**config.mk**
```make
export PLATFORM = sky130hd
export DESIGN_NAME = mem_responder
export DESIGN_NICKNAME = d
export VERILOG_FILES = /design/src/rtl/mem_resp_pkg.sv /design/src/rtl/resp_sram.sv /design/src/rtl/mem_responder.sv
export SDC_FILE = /design/constraint.sdc
export NUM_CORES = 2
export LEC_CHECK = 0
export CAP_MARGIN = 10
export CORE_AREA = 2 2 573 518
export DETAILED_ROUTE_END_ITERATION = 10
export DIE_AREA = 0 0 575 520
export PLACE_DENSITY = 0.7
export SLEW_MARGIN = 5
export SYNTH_ARGS = -nofsm -noshare
export SYNTH_HDL_FRONTEND = slang
export SYNTH_SLANG_ARGS = --single-unit
```
**constraint.sdc**
```tcl
create_clock -name clk -period 11.9 [get_ports clk]
set_input_delay 2.975 -clock clk [delete_from_list [all_inputs] [get_ports clk]]
set_output_delay 2.975 -clock clk [all_outputs]
set_load 0.05 [all_outputs]
```
**src/rtl/mem_resp_pkg.sv**
```systemverilog
// Shared types and constants for the multi-cycle data-memory responder.
package mem_resp_pkg;

  localparam int unsigned CNT_W  = 4;
  localparam int unsigned DATA_W = 16;

  typedef enum logic [1:0] {IDLE, WAIT, RESP} state_e;

endpackage

```
**src/rtl/resp_sram.sv**
```systemverilog
// Synchronous single-port word array with a registered read port; contents survive reset.
module resp_sram
  import mem_resp_pkg::*;
#(
  parameter int unsigned ADDR_W = 8
) (
  input  logic              clk,
  input  logic              we,
  input  logic [ADDR_W-1:0] idx,
  input  logic [DATA_W-1:0] wdata,
  output logic [DATA_W-1:0] rdata
);

  logic [DATA_W-1:0] mem_q [2**ADDR_W];
  logic [DATA_W-1:0] rdata_q;

  always_ff @(posedge clk) begin
    if (we) begin
      mem_q[idx] <= wdata;
    end
    rdata_q <= mem_q[idx];
  end

  assign rdata = rdata_q;

endmodule

```
**src/rtl/mem_responder.sv**
```systemverilog
// Multi-cycle data-memory responder: accepts one request, waits LATENCY cycles, commits
// the access and pulses Done with registered Busy/Err and gated read data.
module mem_responder
  import mem_resp_pkg::*;
#(
  parameter int unsigned ADDR_W  = 8,
  parameter int unsigned LATENCY = 4
) (
  input  logic              clk,
  input  logic              rst,
  input  logic [15:0]       Addr,
  input  logic [DATA_W-1:0] DataIn,
  input  logic              Rd,
  input  logic              Wr,
  output logic [DATA_W-1:0] DataOut,
  output logic              Done,
  output logic              Busy,
  output logic              Err
);

  if (LATENCY < 1 || LATENCY > 15) begin : g_latency_check
    $fatal(1, "mem_responder: LATENCY must be in 1..15");
  end

  state_e              state_q, state_d;
  logic [CNT_W-1:0]    cnt_q, cnt_d;
  logic [ADDR_W-1:0]   idx_q, idx_d;
  logic [DATA_W-1:0]   data_q, data_d;
  logic                wr_q, wr_d;
  logic                rd_q, rd_d;
  logic                err_q, err_d;
  logic                busy_q, busy_d;
  logic                done_q, done_d;
  logic                rerr_q, rerr_d;
  logic                rvalid_q, rvalid_d;
  logic                commit;
  logic                sram_we;
  logic [DATA_W-1:0]   sram_rdata;
  logic                unused_addr;

  // Bits above the word index only alias; fold them away.
  assign unused_addr = ^Addr[15:ADDR_W+1];

  always_comb begin
    state_d = state_q;
    cnt_d   = cnt_q;
    idx_d   = idx_q;
    data_d  = data_q;
    wr_d    = wr_q;
    rd_d    = rd_q;
    err_d   = err_q;
    commit  = 1'b0;
    unique case (state_q)
      IDLE: begin
        if (Rd | Wr) begin
          idx_d  = Addr[ADDR_W:1];
          data_d = DataIn;
          wr_d   = Wr;
          rd_d   = Rd;
          err_d  = Addr[0] | (Rd & Wr);
          cnt_d  = CNT_W'(LATENCY - 1);
          if (LATENCY == 1) begin
            state_d = RESP;
            commit  = 1'b1;
          end else begin
            state_d = WAIT;
          end
        end
      end
      WAIT: begin
        cnt_d = cnt_q - CNT_W'(1);
        if (cnt_d == '0) begin
          state_d = RESP;
          commit  = 1'b1;
        end
      end
      RESP: state_d = IDLE;
      default: state_d = IDLE;
    endcase

    busy_d   = (state_d != IDLE);
    done_d   = (state_d == RESP);
    rerr_d   = (state_d == RESP) && err_d;
    rvalid_d = (state_d == RESP) && rd_d && !err_d;
  end

  // Reset on the commit edge must suppress the write.
  assign sram_we = commit && wr_d && !err_d && !rst;

  always_ff @(posedge clk) begin
    if (rst) begin
      state_q  <= IDLE;
      cnt_q    <= '0;
      idx_q    <= '0;
      data_q   <= '0;
      wr_q     <= 1'b0;
      rd_q     <= 1'b0;
      err_q    <= 1'b0;
      busy_q   <= 1'b0;
      done_q   <= 1'b0;
      rerr_q   <= 1'b0;
      rvalid_q <= 1'b0;
    end else begin
      state_q  <= state_d;
      cnt_q    <= cnt_d;
      idx_q    <= idx_d;
      data_q   <= data_d;
      wr_q     <= wr_d;
      rd_q     <= rd_d;
      err_q    <= err_d;
      busy_q   <= busy_d;
      done_q   <= done_d;
      rerr_q   <= rerr_d;
      rvalid_q <= rvalid_d;
    end
  end

  resp_sram #(
    .ADDR_W (ADDR_W)
  ) u_sram (
    .clk   (clk),
    .we    (sram_we),
    .idx   (idx_d),
    .wdata (data_d),
    .rdata (sram_rdata)
  );

  assign DataOut = rvalid_q ? sram_rdata : '0;
  assign Done    = done_q;
  assign Busy    = busy_q;
  assign Err     = rerr_q;

endmodule

```
==> out/metrics.sh <==
SETUP_VIOL=0
OUTCOME='finished with violations'
SYNTH-SEQ-CELLS=4149
ANTENNA_FOUND_INITIAL=13
POST_ROUTE_CELLS_DRIVE_ABOVE_1_SHARE_PCT=17.50
CLK_PIN_SLEW_PS=60
SEQCELLAREA_UM2=124100
FILLER_INSTANCES=20080
SYNTH_FLOP_CELL='sky130_fd_sc_hd__edfxtp_1'
NNETSFINAL=9135
HOLD_VIOL=0
POST_CTS.REPAIR.SETUP_BUFFERS=0
CP_COMMON_CELL='sky130_fd_sc_hd__nand3_1'
HOLDBUFCOUNTCTS=0
CTS_RESIZED=0
IO_PINS=55
YOSYS_WARNINGS=0
CTSROOTBUFFERMASTER='sky130_fd_sc_hd__clkbuf_16'
NUMBER_OF_ENABLE_FLIP_FLOP_CELLS_AFTER_SYNTHESIS=4096
POSTSYNTHNETCOUNT=8865
TIMING.CRITICAL_PATH.FANOUT_MAX=98
MAX_STAGE_DELAY_PS=1110
INITIAL_CORE_UTIL_PCT=54.74
DIE_H_UM=520
SYNTH_CELL_TYPE_COUNT=64
DETAIL_ROUTE_MET3_WL_UM=54450
GROWTH_OF_DESIGN_AREA_FROM_SYNTHESIS_TO_FINISH_PCT=12.10
GLOBALROUTEOVERFLOWTOTAL=0
POWER_PER_CELL_AREA_nW_PER_UM2=182.0
LAYOUT_COMMONEST_CELL='sky130_fd_sc_hd__edfxtp_1'
WL_PER_CELL_UM=31.61
TRITONCTS.NUM_BUFFERS=405
TNS_PS=0
VIA_PER_INST=6.659
TIMING.MAX_CAP.VIOLATIONS=0
SYNTH.CELL_AREA_UM2=160500
ROWS=189
REMAINING_DRC_ERRORS=2
MAXUSEDROUTINGLAYER='met5'
VDD_IR_DROP_MAX_mV=0.1308
ARRIVAL_PS=9280
MOST-COMMON-LAYOUT-CELLS='sky130_fd_sc_hd__edfxtp_1 (4096), sky130_fd_sc_hd__nand2_1 (729), sky130_fd_sc_hd__mux4_2 (576)'
DP_CELLS=12610
ROUTE.LAYER.MET1.WL_UM=160700
DIE-WIDTH_UM=575
FMAXACHIEVABLE_MHz=118.3
CLOCK_SKEW_PS=73.19
POSTSYNTHAREAPERCELL_UM2=18.18
TRACK_USAGE_PCT=27.82
REQUIRED_PS=12720
SLEW_HEADROOM_PCT=14.24
TOTALWIRELENGTH_UM=422000
CTS_TREE='built'
DETAIL_ROUTE.ITER0.VIOLATIONS=13960
CLOCK_TREE.BUFFER_DEPTH=4
CRITPATHCAPTURETYPE='register'
GRT_FIRST_PASS_WIRELENGTH_UM=603200
FAILED_CHECKS='DRC'
WORST_HOLD_PATH_TYPE='register to register'
TIMING.FINAL.CRIT_SHARE_PCT=71.06
MULTI_INPUT_AREA_UM2=34240
GRT_SETUP_UNREPAIRED='no'
GRT_PASS1_VIAS=84840
VIAS=88900
PORT-BUFFER-COUNT=47
CP_CELL_SEQUENCE='clkdlybuf4s50_1, or2_1, a21boi_4, buf_4, nor2_8, buf_12, mux4_2, a22oi_1, nand3_1, a211o_1, a2111oi_1, nand3_1'
SLOWEST_STAGE='sky130_fd_sc_hd__a2111oi_1'
POSTSYNTH.ASYNCRESETSHARE_PCT=0
FINAL_PERIOD_MINUS_WORST_SETUP_SLACK_PS=8456
CRITICAL_PATH_CLASS='input pin to register'
HTREEDEPTH=5
DR.PASS1.ITERS=11
DETAILED_PLACE_HPWL_UM=241600
WORST_SETUP_PATH_START_KIND='input pin'
FINAL-INSTANCE-COUNT-EXCL-FILL=13350
FINALMAXSLEWVIOLATIONS=0
WORSTMARGINPINSLEW_PS=1273
DR_WL_MET2_UM=189200
WORSTSKEWPAIRLATENCY_PS=990
DRTANTENNAVIOLNETS=0
DIE_AREA_UM2=299000
PRE_CTS_WS_PS=2567
P_LEAK_nW=57.63
FLOORPLAN.CORE_AREA_UM2=293200
TRITONCTS_NUM_SINKS=4149
SYNTH_SEQUENTIAL_AREA_RATIO_PCT=77.29
GP_CONGESTION=0.8937
SETUP_WS_PS=3444
GRT_START_MAX_NET_PINS=201
SYNTH_CELLS=8827
-- worst max-delay path: cells and delay by family --
kind                   cells  cell delay (ps)
buffers and inverters      3             1540
and+or+nand+nor            4             1870
AOI/OAI and AO/OA          4             2120
muxes                      1              610
-- report_power, final --
group | internal [mW] | switching [mW]
logic | 1.07 | 2.76
registers | 16.5 | 0.0566
clock network | 6.88 | 5.45
-- state kept, by name (all words and copies together), names as in the netlist --
name and flops:
Busy 1, u_sram.mem_q 4096, Err 1, rd_q 1
Done 1, state_q 2, data_q 16, rvalid_q 1
wr_q 1, idx_q 8, err_q 1, u_sram.rdata 16
cnt_q 4
-- cell type report --
cell class                 instances  area share, %
sequential                      4149          68.95
multi-input combinational       4067          19.03
clock buffer                     494          5.847
tap                             3915          2.722
timing repair buffer             471          2.210
clock inverter                   244          1.228
antenna                            7       0.009735
inverter                           3       0.006259
-- cell usage after synthesis, types with 34 or more instances --
| cell type | number | share of area [%] |
|---|---|---|
| sky130_fd_sc_hd__a31oi_1 | 157 | 0.61 |
| sky130_fd_sc_hd__nor2_1 | 316 | 0.74 |
| sky130_fd_sc_hd__a221oi_1 | 34 | 0.19 |
| sky130_fd_sc_hd__dfxtp_1 | 53 | 0.66 |
| sky130_fd_sc_hd__o21ai_0 | 145 | 0.45 |
| sky130_fd_sc_hd__a211oi_1 | 486 | 2.3 |
| sky130_fd_sc_hd__and3_1 | 308 | 1.2 |
| sky130_fd_sc_hd__a21oi_1 | 124 | 0.39 |
| sky130_fd_sc_hd__clkbuf_1 | 345 | 0.81 |
| sky130_fd_sc_hd__mux2i_1 | 206 | 1.3 |
| sky130_fd_sc_hd__buf_4 | 35 | 0.16 |
| sky130_fd_sc_hd__nand2_1 | 747 | 1.7 |
| sky130_fd_sc_hd__edfxtp_1 | 4096 | 77 |
| sky130_fd_sc_hd__buf_1 | 52 | 0.12 |
| sky130_fd_sc_hd__mux4_2 | 576 | 8.1 |
| sky130_fd_sc_hd__nand4_1 | 75 | 0.29 |
| sky130_fd_sc_hd__a22oi_1 | 223 | 1.0 |
| sky130_fd_sc_hd__buf_2 | 161 | 0.50 |
| sky130_fd_sc_hd__nand3_1 | 377 | 1.2 |
-- kinds of logic after synthesis --
group,after synthesis,share of synthesized area (%)
and+or+nand+nor,1907,5.516
DFF,4149,77.29
adders and majority gates,2,0.01559
AOI/OAI and AO/OA,1376,6.104
muxes,782,9.367
buffers and inverters,611,1.703
-- layer usage --
metal  track usage (%)  up-vias
met5                 0        -
met4             10.90        4
met3             7.118      770
met2             40.72     5750
met1             40.48    45800
li1                  -    36580
-- worst paths after layout --
kind,from,to,slack (ps),cells after the start
worst min register to register,rd_q,rd_q,470,2
worst min-delay path,rd_q,rd_q,470,2
worst max register to register,state_q[0],u_sram.rdata[12],5570,11
worst max-delay path,Wr,u_sram.rdata[12],3440,12
-- metrics by stage --
step / hold WS [ps] / total power [mW] / instance area, um^2 / util [%]
CTS: 464.2 / 32.78 / 179900 / 61.35
global route: 483.2 / 33.56 / 179900 / 61.36
detailed placement: 455.0 / 20.63 / 167200 / 57.01
global placement: 453.5 / 20.53 / 167200 / 57.01
floorplan: 433.9 / 19.23 / 160500 / -
finish: 470.6 / 32.75 / 179900 / 61.36
Note: power is estimated with default switching activity, not from simulation.
